[src/rtl/decode_issue_buffer.sv]
// Fetch-to-decode register for an ISSUE_WIDTH-wide bundle. A bundle with
// intra-bundle RAW hazards issues as several independent groups while fetch is held.
module decode_issue_buffer #(
  parameter int ISSUE_WIDTH = 2,
  parameter int PC_W        = 32
) (
  input  logic                      clk,
  input  logic                      reset,
  input  logic                      stall_i,
  input  logic                      flush_i,
  input  logic [32*ISSUE_WIDTH-1:0] instr_f_i,
  input  logic [PC_W-1:0]           pcplus4_f_i,
  input  logic [ISSUE_WIDTH-1:0]    pred_f_i,
  output logic                      fetch_ready_o,
  output logic [32*ISSUE_WIDTH-1:0] instr_d_o,
  output logic [ISSUE_WIDTH-1:0]    valid_d_o,
  output logic [PC_W-1:0]           pcplus4_d_o,
  output logic [ISSUE_WIDTH-1:0]    pred_d_o,
  output logic                      split_o
);

  localparam logic [0:0] NORMAL = 1'b0;
  localparam logic [0:0] SPLIT  = 1'b1;
  localparam logic [2:0] LAST   = 3'(ISSUE_WIDTH);

  logic [0:0]               state;
  logic [32*ISSUE_WIDTH-1:0] bundleHeld;
  logic [2:0]               startSlot;

  logic [32*ISSUE_WIDTH-1:0] srcBundle;
  logic [2:0]               srcStart;
  logic [2:0]               groupEnd;
  logic [ISSUE_WIDTH-1:0]   groupMask;
  logic [32*ISSUE_WIDTH-1:0] groupInstr;
  logic [5:0]               opS  [ISSUE_WIDTH];
  logic [4:0]               rsS  [ISSUE_WIDTH];
  logic [4:0]               rtS  [ISSUE_WIDTH];
  logic [4:0]               rdS  [ISSUE_WIDTH];
  logic [4:0]               dstS [ISSUE_WIDTH];

  function automatic logic [4:0] dstReg(input logic [5:0] op, input logic [4:0] rt,
                                        input logic [4:0] rd);
    case (op)
      6'h00:                                   return rd;
      6'h23, 6'h08, 6'h0c, 6'h0d, 6'h0a, 6'h0f: return rt;
      default:                                 return 5'd0;
    endcase
  endfunction

  function automatic logic readsReg(input logic [5:0] op, input logic [4:0] rs,
                                    input logic [4:0] rt, input logic [4:0] r);
    logic rsUsed;
    logic rtUsed;
    rsUsed = !(op == 6'h02 || op == 6'h03 || op == 6'h0f);
    rtUsed = (op == 6'h00 || op == 6'h04 || op == 6'h05 || op == 6'h2b);
    return (rsUsed && rs == r) || (rtUsed && rt == r);
  endfunction

  assign fetch_ready_o = (state == NORMAL) && !stall_i;

  // Group formation: in SPLIT the held bundle continues from the stored start slot.
  always_comb begin
    srcBundle  = (state == SPLIT) ? bundleHeld : instr_f_i;
    srcStart   = (state == SPLIT) ? startSlot : 3'd0;
    groupEnd   = LAST;
    groupMask  = '0;
    groupInstr = '0;
    for (int i = 0; i < ISSUE_WIDTH; i++) begin
      opS[i]  = srcBundle[32*i+26 +: 6];
      rsS[i]  = srcBundle[32*i+21 +: 5];
      rtS[i]  = srcBundle[32*i+16 +: 5];
      rdS[i]  = srcBundle[32*i+11 +: 5];
      dstS[i] = dstReg(opS[i], rtS[i], rdS[i]);
    end
    // The first dependent slot above the start closes the group; $0 never conflicts.
    for (int j = 1; j < ISSUE_WIDTH; j++) begin
      for (int i = 0; i < ISSUE_WIDTH - 1; i++) begin
        if (groupEnd == LAST && i < j && 3'(i) >= srcStart && 3'(j) > srcStart &&
            dstS[i] != 5'd0 && readsReg(opS[j], rsS[j], rtS[j], dstS[i]))
          groupEnd = 3'(j);
      end
    end
    for (int i = 0; i < ISSUE_WIDTH; i++) begin
      groupMask[i] = (3'(i) >= srcStart) && (3'(i) < groupEnd);
      groupInstr[32*i +: 32] = groupMask[i] ? srcBundle[32*i +: 32] : 32'd0;
    end
  end

  // Decode-stage register.
  always_ff @(posedge clk or negedge reset) begin
    if (!reset) begin
      state       <= NORMAL;
      startSlot   <= 3'd0;
      bundleHeld  <= '0;
      instr_d_o   <= '0;
      valid_d_o   <= '0;
      pcplus4_d_o <= '0;
      pred_d_o    <= '0;
      split_o     <= 1'b0;
    end else if (!stall_i) begin
      if (flush_i) begin
        state       <= NORMAL;
        startSlot   <= 3'd0;
        bundleHeld  <= '0;
        instr_d_o   <= '0;
        valid_d_o   <= '0;
        pcplus4_d_o <= '0;
        pred_d_o    <= '0;
        split_o     <= 1'b0;
      end else begin
        instr_d_o <= groupInstr;
        valid_d_o <= groupMask;
        split_o   <= (state == SPLIT);
        if (state == NORMAL) begin
          bundleHeld  <= instr_f_i;
          pcplus4_d_o <= pcplus4_f_i;
          pred_d_o    <= pred_f_i;
        end
        if (groupEnd < LAST) begin
          startSlot <= groupEnd;
          state     <= SPLIT;
        end else begin
          startSlot <= 3'd0;
          state     <= NORMAL;
        end
      end
    end
  end

endmodule

[config.mk]
export PLATFORM = sky130hd
export DESIGN_NAME = decode_issue_buffer
export DESIGN_NICKNAME = d
export VERILOG_FILES = /design/src/rtl/decode_issue_buffer.sv
export SDC_FILE = /design/constraint.sdc
export NUM_CORES = 1
export LEC_CHECK = 0
export BUFFER_PORTS_ARGS = -buffer_cell sky130_fd_sc_hd__buf_2
export CAP_MARGIN = 20
export CORE_MARGIN = 2
export CORE_UTILIZATION = 51
export CTS_CLUSTER_SIZE = 40
export DETAILED_ROUTE_END_ITERATION = 10
export PLACE_DENSITY_LB_ADDON = 0.05
export SKIP_LAST_GASP = 1
export SLEW_MARGIN = 30
export SYNTH_ARGS = -nofsm -noshare
export SYNTH_HDL_FRONTEND = slang
export SYNTH_SLANG_ARGS = --single-unit
[constraint.sdc]
create_clock -name clk -period 2.9 [get_ports clk]
set_input_delay 0.58 -clock clk [delete_from_list [all_inputs] [get_ports clk]]
set_output_delay 0.58 -clock clk [all_outputs]
set_load 0.01 [all_outputs]
# Word-level counts from Yosys, hierarchy flattened
# Index checks and enable logic that the tools add are counted.
# word_totals
ff_bits,169
in_bits,102
output_inout_bits,102
wordCells,70
# classes
order_cmp,6
n_eq_ne,15
n_mux,18
bitwise_logic,2
reduce_logical,21
# op_table
cell,count
64-bit two-way mux,3
32-bit two-way mux,4
"6-bit by 4-bit == test with 1-bit output, second input constant",6
"6-bit by 2-bit == test with 1-bit output, second input constant",2
"6-bit by 3-bit == test with 1-bit output, second input constant",2
"6-bit == test, second input constant",2
6-bit zero test,2
5-bit == test,2
5-bit one-hot mux with 2 select lines,1
3-bit two-way mux,3
1-bit logical AND,8
2-bit two-way mux,4
"1-bit by 3-bit greater-or-equal comparator with 1-bit output, first input constant",2
1-bit logical OR,6
"1-bit by 3-bit < comparator with 1-bit output, first input constant",2
6-bit OR reduction,1
5-bit nonzero test,1
"1-bit by 3-bit greater-than comparator with 1-bit output, first input constant",1
"3-bit by 2-bit < comparator with 1-bit output, second input constant",1
1-bit two-way mux,3
1-bit zero test,2
"2-bit inequality test, second input constant",1
1-bit inverter,2
2-bit AND reduction,1

# Logic depth before layout (Yosys ltp)
# Gate-level depths: netlist (run 1).
# logic_depth
ltp_word,13
mapped_depth,12
ltp_nobuf,9

# Least setup slack after synthesis (run 1)
# Ideal clock, no wire load.
# synth_path
path_type,input-to-reg
start,input instr_f_i[31]
end,register instr_d_o[35]
setup_ns,0.135
arrival_time_ns,2.470
t_required_ns,2.765
setup_slack_ns,0.295
path_stages,10
path_buffers,1
cell_sequence,nor3_1 a22oi_2 o211ai_2 nor2_2 o22a_1 a22oi_1 o2111ai_1 a21oi_4 buf_6 o31ai_1
# synth_between
elab_chain_len,13
elab_cells_between_ends,23
classes_between,1 x order compare; 8 x eq/ne; 5 x mux; 9 x reduce/logical
# synth_lines
element,line,source
"start, declared",11,"input logic [32*ISSUE_WIDTH-1:0] instr_f_i,"
64-bit two-way mux *,-,
6-bit == test or 6-bit by 4-bit == test with 1-bit output (tied branches),43,case (op)
6-bit OR reduction,43,
5-bit one-hot mux with 2 select lines *,43,
5-bit == test,56,return (rsUsed && rs == r) || (rtUsed && rt == r);
1-bit logical AND,56,
1-bit logical OR,56,
1-bit logical AND *,79,"dstS[i] != 5'd0 && readsReg(opS[j], rsS[j], rtS[j], dstS[i]))"
2-bit two-way mux *,78,if (groupEnd == LAST && i < j && 3'(i) >= srcStart && 3'(j) > srcStart &&
1-bit by 3-bit < comparator with 1-bit output *,84,groupMask[i] = (3'(i) >= srcStart) && (3'(i) < groupEnd);
1-bit logical AND *,84,
32-bit two-way mux *,85,groupInstr[32*i +: 32] = groupMask[i] ? srcBundle[32*i +: 32] : 32'd0;
64-bit two-way mux *,101,if (flush_i) begin
"end signal, assigned",111,instr_d_o <= groupInstr;
"end, declared",15,"output logic [32*ISSUE_WIDTH-1:0] instr_d_o,"
# Every way passes the cells marked *; elsewhere a longest branch is shown, timed or not.
# A chain may end at the register's enable or synchronous reset.

# Worst setup path in the final report (run 1)
# layout_path
start,register startSlot[0]
end,register instr_d_o[39]
# layout_between
elab_chain_len,10
elab_cells_between_ends,12
classes_between,4 x order compare; 4 x mux; 4 x reduce/logical
# layout_lines
element,line,source
"start, declared",28,logic [2:0] startSlot;
"start signal, assigned",120,startSlot <= groupEnd;
3-bit two-way mux *,64,srcStart = (state == SPLIT) ? startSlot : 3'd0;
1-bit by 3-bit greater-or-equal comparator with 1-bit output or 1-bit by 3-bit greater-than comparator with 1-bit output (tied branches),78,
1-bit logical AND (2 in a row),78,
1-bit logical AND,79,
2-bit two-way mux,78,
1-bit by 3-bit < comparator with 1-bit output,84,
1-bit logical AND *,84,
32-bit two-way mux *,85,
64-bit two-way mux *,101,
# Marked as above.

==> results of run 1 <==
-- path summary, 6_finish.rpt --
path	start	endpoint
hold reg to reg	bundleHeld[55]	bundleHeld[55]
hold / removal	reset	instr_d_o[55]
setup reg to reg	startSlot[0]	instr_d_o[39]
max in group asynchronous	reset	pcplus4_d_o[18]
min in group clk	instr_f_i[2]	instr_d_o[2]
setup / recovery	startSlot[0]	instr_d_o[39]
-- cell type report --
cell class / count / area (um^2) / area share (%)
multi-input combinational: 361 / 2603 / 30.33
timing repair buffer: 233 / 1329 / 15.49
clock inverter: 14 / 205.2 / 2.392
tap: 172 / 215.2 / 2.508
inverter: 9 / 33.78 / 0.3938
sequential: 150 / 3755 / 43.77
clock buffer: 18 / 439.2 / 5.119
-- through the flow --
stage	utilization [%]	instance area, um^2	total power, W	hold slack [ps]	setup slack, ps
after floorplan	-	6462	0.002702	284.4	295.1
after global placement	61.87	7744	0.003022	445.9	69.16
after detailed placement	61.87	7744	0.003042	453.8	-130.4
after CTS	67.01	8388	0.005445	96.81	9.234
after global routing	68.54	8579	0.005650	117.8	-21.55
final	68.54	8579	0.005426	86.54	52.54
-- flip-flops by register name (all words and copies together) (netlist names) --
name         flops
bundleHeld      48
instr_d_o       64
pcplus4_d_o     32
pred_d_o         2
split_o          1
startSlot        1
valid_d_o        2
-- worst max-delay path, delay by kind of cell (launching register included) --
family | cells | cell delay [ps]
and+or+nand+nor | 5 | 980
AOI/OAI and AO/OA | 4 | 820
DFF | 1 | 500
buffers and inverters | 2 | 400
-- synth_stat cells, types with 3 or more instances --
library cell  instances  area share, %
mux2i_1              32            5.0
dfrtp_1             150             58
mux2_2                7            1.2
buf_6                 4           0.70
o21ai_0              30            2.3
nand2_1              86            5.0
a211oi_1              3           0.35
a22oi_1               6           0.70
nand4_1               4           0.39
nor2_1                9           0.52
a21oi_1               6           0.46
a221oi_1              5           0.68
nor2b_1               6           0.58
inv_1                 9           0.52
a22o_1               83             11
clkbuf_1             34            2.0
buf_2                 3           0.23
nor3_1                6           0.46
o31ai_1              26            3.0
and3_1                5           0.48
a21boi_0              3           0.35
o21ai_1              10           0.77
-- routing by layer --
| layer | wire (um) | up-vias | part of all wire [%] |
|---|---|---|---|
| li1 | - | 2502 | - |
| met1 | 7340 | 2690 | 42 |
| met2 | 8651 | 191 | 50 |
| met3 | 1096 | 23 | 6.3 |
| met4 | 246 | 0 | 1.4 |
| met5 | 0 | - | 0 |
-- cell families after synthesis --
logic type / after synthesis / share of synthesized area (%)
buf+inv: 52 / 3.601
flops: 150 / 58.08
xor+xnor: 4 / 0.5422
compound gates: 193 / 23.04
mux: 40 / 6.351
simple gates: 124 / 8.384
-- power by group --
part / internal [W] / leakage [nW] / total [W] / switching (W)
Sequential: 0.00226 / 1.95 / 0.00236 / 0.000102
Combinational: 0.000294 / 1.96 / 0.000666 / 0.000372
Clock: 0.00154 / 0.320 / 0.00240 / 0.000859
Total: 0.00409 / 4.23 / 0.00543 / 0.00133
-- what timing repair did --
| item | 4_1_cts | 5_1_grt |
|---|---|---|
| resized for setup | 0 | 26 |
| setup endpoints to repair | 0 | 34 |
| setup buffers | 0 | 6 |
| hold endpoints to repair | 0 | 0 |
==> summary.txt, run 1 <==
Outcome
  • Status: completed

Die
  • I/O pins: 204
  • Die area: 0.01359 mm^2
  • Row Count: 41
  • Core Box Area: 0.01252 mm^2
  • Die height: 116.6 um
  • Initial core utilization: 51.63%
  • Die width: 116.6 um

Power and ir drop
  • P_leak: 4.233 nW
  • Peak supply drop: 0.4110 mV
  • P per Cell Area: 632.5 mW/mm^2

Worst hold path
  • HP Class: in2async

STA
  • Final clock skew: 10.04 ps
  • Final min period: 2847 ps
  • Final setup vio count: 0
  • Final period util: 98.19%
  • Worst Tran Pin Value: 779.7 ps
  • Fmax: 351.2 MHz
  • Setup_tns: 0 ps
  • Pins Over Slew Limit: 0
  • Final hold violations: 0
  • Worst rel slew slack: 48.02%

Route
  • DRC: 0
  • Routed len/inst: 18.11 um
  • Vias: 5406
  • Router iterations before antenna repair: 5
  • WL final: 17340 um
  • Drt initial violations: 350
  • Via density per instance: 5.649
  • Final ANT Viol Nets: 0

Synthesis
  • Post-Syn Instances: 563
  • Seq/Total Area, Yosys: 58.08%
  • Cell variety after synth: 50
  • Yosys reg bits: 150
  • Post-synthesis async set-or-reset flop share: 100.0%
  • Mapped Avg Cell Area: 11.48 um^2
  • Synth Flop Type: dfrtp_1
  • Mapped Area: 0.006462 mm^2
  • Synth Warn #: 0
  • Syn nets: 665
  • Post-synth EDFFs: 0

Layout
  • Final cell count without fillers: 957
  • Layout cells sized above 1: 38.34%
  • Final net count: 874
  • Commonest cells after routing, fill and taps aside: buf_2, dfrtp_1, nand2_1
  • Commonest non-fill, non-tap cell in the layout: buf_2
  • Synthesis-to-layout area growth: 32.76%
  • Filler instances: 1011
  • # diodes: 0

Setup path
  • Cell chain of the critical path: nor3_2, buf_4, nor2_1, nor2_1, nand2_1, o21a_1, a221oi_1, nand4_1, a21oi_4, clkbuf_16, o31ai_1
  • Highest-delay cell along the critical path: dfrtp_2
  • R2R Setup Slk: 50 ps
  • Crit path arrival time: 3130 ps
  • Crit-path max FO: 17
  • R2R cell count: 11
  • Crit-path max cell delay: 500 ps
  • Critical path endpoint category: register
  • Crit path kind: reg2reg
  • Worst Path Required: 3180 ps
  • CP startpoint kind: register
  • CP most frequent cell: nor2_1

Place
  • HPWL Detailed: 11640 um
  • RePlAce Congestion: 0.9943
  • Placed Cells: 918
  • I/O Buffers: 203

GRT
  • GR met3 Demand/Resource: 7.317%
  • Initial antenna violation count: 0
  • Routing usage on met1: 33.39%
  • Pin count of the biggest net entering global routing: 52
  • Global routing's busiest layer: met2
  • Gr usage total: 25.21%
  • M2 GR Usage: 40.43%
  • Grt ovf: 0
  • First-pass GRT wire length: 26480 um
  • Vias in the first global route: 5224

Clocking
  • H-Tree Depth: 4
  • CTS buffer count: 17
  • Cts hold-fix bufs: 0
  • Clock transition at path regs: 60 ps
  • Clk_lat worst skew: 430 ps
  • Root buf cell: clkbuf_16
  • Longest Clk Path Bufs: 2
  • CTS sink count: 150
  • TritonCTS clock tree: done

Run
  • Max-Cap Viols: 0
Power figures use the tool's default switching activity.
==> run 2: changes to the inputs <==
--- a/config.mk
+++ b/config.mk
@@ -7,6 +7,7 @@
 export LEC_CHECK = 0
 export BUFFER_PORTS_ARGS = -buffer_cell sky130_fd_sc_hd__buf_2
 export CAP_MARGIN = 20
+export CORE_ASPECT_RATIO = 1.1
 export CORE_MARGIN = 2
 export CORE_UTILIZATION = 51
 export CTS_CLUSTER_SIZE = 40
==> summary.txt, run 2 (synthesis results as in run 1) <==
Outcome
  • Status: completed

Setup path
  • R2R Setup Slk: 100 ps
  • Crit path kind: reg2reg
  • Critical path endpoint category: register
  • R2R cell count: 11
  • Critical R2R Launch: startSlot[0]
  • Crit-path max FO: 34
  • Worst Setup EP: instr_d_o[36]
  • Crit-path max cell delay: 530 ps
  • FF-to-FF End: instr_d_o[36]
  • Worst Path Required: 3180 ps
  • CP most frequent cell: buf_12
  • Highest-delay cell along the critical path: dfrtp_4
  • Critical Path Start: startSlot[0]
  • Crit path arrival time: 3080 ps
  • Cell chain of the critical path: buf_12, nand2_1, mux2_2, a211oi_2, a211oi_4, xor2_1, nor3_1, o2111ai_2, a21oi_4, buf_12, o31ai_1
  • CP startpoint kind: register

Layout
  • Largest Register: instr_d_o
  • Area of the multi-input gates: 0.002534 mm^2
  • Commonest cells after routing, fill and taps aside: buf_2, dfrtp_1, nand2_1
  • Reg area: 0.003757 mm^2
  • Final net count: 872
  • Commonest non-fill, non-tap cell in the layout: buf_2
  • Post-route cell area: 0.008421 mm^2
  • Max FFs per register: 64
  • Synthesis-to-layout area growth: 30.30%
  • Filler instances: 965
  • Biggest regs: instr_d_o: 64 flops, bundleHeld: 48 flops, pcplus4_d_o: 32 flops
  • Layout cells sized above 1: 36.27%
  • Final cell count without fillers: 941
  • Finished Core Util: 67.46%

Route
  • Routed len/inst: 17.75 um
  • Vias: 5404
  • Drt initial violations: 364
  • WL final: 16700 um
  • Router iterations before antenna repair: 5
  • Final ANT Viol Nets: 0
  • DRC: 0
  • Via density per instance: 5.743

Power and ir drop
  • P_leak: 4.166 nW
  • Overall power: 0.005200 W
  • Peak supply drop: 0.4387 mV
  • P per Cell Area: 617.5 mW/mm^2

STA
  • Final setup vio count: 0
  • Worst rel slew slack: 62.27%
  • Worst Tran Pin Value: 565.9 ps
  • Final clock skew: 7.482 ps
  • Final hold violations: 0
  • Fmax: 357.4 MHz
  • Pins Over Slew Limit: 0
  • Final min period: 2798 ps
  • RSZ-0062 raised after global routing: true
  • Final period util: 96.47%

Die
  • Row Count: 43
  • I/O pins: 204
  • Core Box Area: 0.01248 mm^2
  • Initial core utilization: 51.77%
  • Die area: 0.01359 mm^2
  • Die width: 111.3 um
  • Die height: 122.1 um

Place
  • Placed Cells: 906
  • HPWL Detailed: 11690 um
  • I/O Buffers: 203
  • RePlAce Congestion: 0.9468
  • Placed cell areas: 0.007760 mm^2

GRT
  • Initial antenna violation count: 2
  • Gr usage total: 25.09%
  • Grt ovf: 0
  • Pin count of the biggest net entering global routing: 71
  • First-pass GRT wire length: 27190 um
  • Vias in the first global route: 5271

Worst hold path
  • HP Class: in2async

Clocking
  • H-Tree Depth: 4
  • Clk_lat worst skew: 420 ps
  • TritonCTS clock tree: done
  • CTS buffer count: 17
  • Clock transition at path regs: 60 ps
  • Root buf cell: clkbuf_16
  • CTS sink count: 150
  • Longest Clk Path Bufs: 2

Run
  • Max-Cap Viols: 0
## run 2: critical path: cells and delay by family, from the launching register on
| kind | cells | cell delay [ps] |
|---|---|---|
| simple gates | 2 | 340 |
| xor+xnor | 1 | 160 |
| flops | 1 | 530 |
| compound gates | 5 | 900 |
| buf+inv | 2 | 420 |
| mux | 1 | 300 |
## run 2: per-stage QoR
| stage | hold WS (ps) | setup slack (ps) | TNS [ps] |
|---|---|---|---|
| finish | 68.83 | 102.4 | 0 |
| global route | 87.73 | -26.20 | -205.8 |
| CTS | 67.03 | 14.89 | 0 |
| detailed placement | 460.1 | -80.60 | -1827 |
| global placement | 446.8 | 72.47 | 0 |
| floorplan | 284.4 | 295.1 | 0 |
## run 2: how the worst min path moves through the flow
stage	startpoint	endpoint	slack, ps	cells past startpoint
6_report	reset	instr_d_o[9]	70	1
5_1_grt	reset	instr_d_o[9]	90	1
4_1_cts	reset	instr_d_o[9]	70	1
3_5_place_dp	bundleHeld[53]	bundleHeld[53]	460	2
3_3_place_gp	bundleHeld[53]	bundleHeld[53]	450	2
2_1_floorplan	reset	bundleHeld[11]	280	0
## run 2: layout make-up
type / count / area share [%]
timing repair buffer: 231 / 15.41
multi-input combinational: 361 / 30.09
inverter: 9 / 0.4012
tap: 157 / 2.333
clock inverter: 6 / 1.070
antenna: 1 / 0.02972
sequential: 150 / 44.62
clock buffer: 26 / 6.048
## run 2: routing by layer
| layer | wire, um | GRT usage [%] | up-vias |
|---|---|---|---|
| li1 | - | - | 2492 |
| met1 | 6981 | 33.11 | 2661 |
| met2 | 8089 | 39.79 | 215 |
| met3 | 1243 | 6.866 | 34 |
| met4 | 376 | 10.11 | 2 |
| met5 | 11 | 0 | - |
## run 2: timing repair
action	CTS	global route
gates resized for setup	0	8
endpoints found under the setup margin	0	34
buffers inserted	0	2
hold buffers	0	0
## run 2: report_power, final
group,switching (W),internal [W],leakage (nW)
Sequential,0.0000969,0.00226,1.95
Clock,0.000805,0.00138,0.291
Combinational,0.000366,0.000291,1.92
Total,0.00127,0.00393,4.17
==> run 3: changes to the inputs <==
--- a/config.mk
+++ b/config.mk
@@ -9,11 +9,10 @@
 export CAP_MARGIN = 20
 export CORE_ASPECT_RATIO = 1.1
 export CORE_MARGIN = 2
-export CORE_UTILIZATION = 51
+export CORE_UTILIZATION = 50
 export CTS_CLUSTER_SIZE = 40
 export DETAILED_ROUTE_END_ITERATION = 10
 export PLACE_DENSITY_LB_ADDON = 0.05
-export SKIP_LAST_GASP = 1
 export SLEW_MARGIN = 30
 export SYNTH_ARGS = -nofsm -noshare
 export SYNTH_HDL_FRONTEND = slang
==> summary.txt, run 3 (synthesis results as in run 1) <==
Power and ir drop
  • P_leak: 4.218 nW
  • Overall power: 0.005224 W
  • P per Cell Area: 610.8 mW/mm^2
  • Peak supply drop: 0.5660 mV

GRT
  • Initial antenna violation count: 1
  • Grt ovf: 0
  • Routing usage on met1: 32.27%
  • Pin count of the biggest net entering global routing: 67
  • GR met3 Demand/Resource: 7.500%
  • First-pass GRT wire length: 26720 um
  • Gr usage total: 24.59%
  • Global routing's busiest layer: met2
  • M2 GR Usage: 38.48%
  • Vias in the first global route: 5328

Layout
  • Commonest non-fill, non-tap cell in the layout: buf_2
  • Largest Register: instr_d_o
  • Final net count: 875
  • Synthesis-to-layout area growth: 32.33%
  • Layout cells sized above 1: 38.17%
  • Final cell count without fillers: 943
  • Finished Core Util: 67.93%
  • Max FFs per register: 64
  • # diodes: 0
  • Commonest cells after routing, fill and taps aside: buf_2, dfrtp_1, nand2_1
  • Biggest regs: instr_d_o: 64 flops, bundleHeld: 48 flops, pcplus4_d_o: 32 flops
  • Filler instances: 983

Route
  • Final ANT Viol Nets: 0
  • DRC: 0
  • Via density per instance: 5.838
  • Routed len/inst: 18.51 um
  • Vias: 5505
  • Drt initial violations: 365
  • WL final: 17450 um
  • Router iterations before antenna repair: 5

Setup path
  • Crit path kind: reg2reg
  • CP most frequent cell: buf_12
  • Highest-delay cell along the critical path: dfrtp_2
  • Crit-path max FO: 17
  • Worst Path Required: 3170 ps
  • Crit-path max cell delay: 530 ps
  • Cell chain of the critical path: buf_12, mux2_1, nand2_1, o221ai_1, a211oi_2, o21ai_1, nor3_2, o2111ai_2, a21oi_4, buf_12, o31ai_1
  • Crit path arrival time: 3080 ps
  • Critical path endpoint category: register
  • CP startpoint kind: register

Die
  • Die height: 123.2 um
  • Row Count: 43
  • I/O pins: 204
  • Die width: 112.4 um
  • Die area: 0.01385 mm^2
  • Initial core utilization: 51.33%
  • Core Box Area: 0.01259 mm^2

Outcome
  • Status: completed

Clocking
  • TritonCTS clock tree: done
  • CTS sink count: 150
  • Cts hold-fix bufs: 0
  • Longest Clk Path Bufs: 2
  • CTS buffer count: 17
  • Clk_lat worst skew: 420 ps
  • Clock transition at path regs: 60 ps
  • Root buf cell: clkbuf_16
  • H-Tree Depth: 4

STA
  • Final setup vio count: 0
  • Final min period: 2812 ps
  • RSZ-0062 raised after global routing: false
  • Worst Setup Slack, final: 88.11 ps
  • Worst Tran Pin Value: 783.6 ps
  • Final clock skew: 6.854 ps
  • Final period util: 96.96%
  • Final worst hold slack: 119.5 ps
  • Pins Over Slew Limit: 0
  • Final hold violations: 0
  • Worst rel slew slack: 47.76%
  • Fmax: 355.6 MHz

Worst hold path
  • HP Class: in2async

Place
  • I/O Buffers: 203
  • Pre-CTS WS: -126.9 ps
  • RePlAce Congestion: 0.9555
  • Placed Cells: 903
  • HPWL Detailed: 11760 um

Run
  • Max-Cap Viols: 0
## run 3: changes by cell type in the layout (fill, tap and decap cells not counted), moves of 2 or more
cell       change
a211oi_1       -2
a211oi_2       +3
clkbuf_1       -2
clkbuf_16      +2
clkinv_2       +3
clkinv_4       -2
mux2i_1        -3
mux2i_2        +2
## run 3: per-stage QoR
stage | instance area [um^2] | TNS [ps]
finish | 8552 | 0
global placement | 7712 | 0
CTS | 8354 | 0
floorplan | 6462 | 0
detailed placement | 7712 | -3337
global route | 8552 | 0
## run 3: cell type report
| type | count | area, um^2 | share of cell area [%] |
|---|---|---|---|
| clock buffer | 24 | 501.7 | 5.867 |
| clock inverter | 8 | 95.09 | 1.112 |
| inverter | 9 | 33.78 | 0.3950 |
| multi-input combinational | 361 | 2586 | 30.24 |
| sequential | 150 | 3755 | 43.91 |
| tap | 157 | 196.4 | 2.297 |
| timing repair buffer | 234 | 1384 | 16.18 |
## run 3: timing repair
item,in CTS,in global routing
pin swaps,1,5
setup endpoints to repair,28,34
gates cloned,1,2
gates resized for setup,3,19
setup buffers,0,5
## run 3: critical path, delay by kind of cell (launching register included)
kind | cells | cell delay, ps
compound gates | 6 | 1040
mux | 1 | 370
flops | 1 | 530
simple gates | 2 | 320
buf+inv | 2 | 380
## run 3: final timing paths
| path | startpoint | endpoint | slack, ps | cells past startpoint |
|---|---|---|---|---|
| setup reg to reg | startSlot[0] | instr_d_o[33] | 90 | 11 |
| hold reg to reg | bundleHeld[53] | bundleHeld[53] | 480 | 2 |
| max in group asynchronous | reset | pcplus4_d_o[18] | 2010 | 2 |
| setup / recovery | startSlot[0] | instr_d_o[33] | 90 | 11 |
| min in group clk | instr_f_i[25] | instr_d_o[25] | 380 | 2 |
| hold / removal | reset | instr_d_o[10] | 120 | 1 |
## run 3: report_power, final
part           switching (W)  internal (W)
Combinational       0.000371      0.000293
Sequential          0.000102       0.00226
Clock               0.000825       0.00137
## run 3: per-layer routing
layer	vias to the layer above	share of wire (%)
met5	-	0.057
li1	2494	-
met3	46	7.1
met4	2	2.8
met1	2714	42
met2	249	48
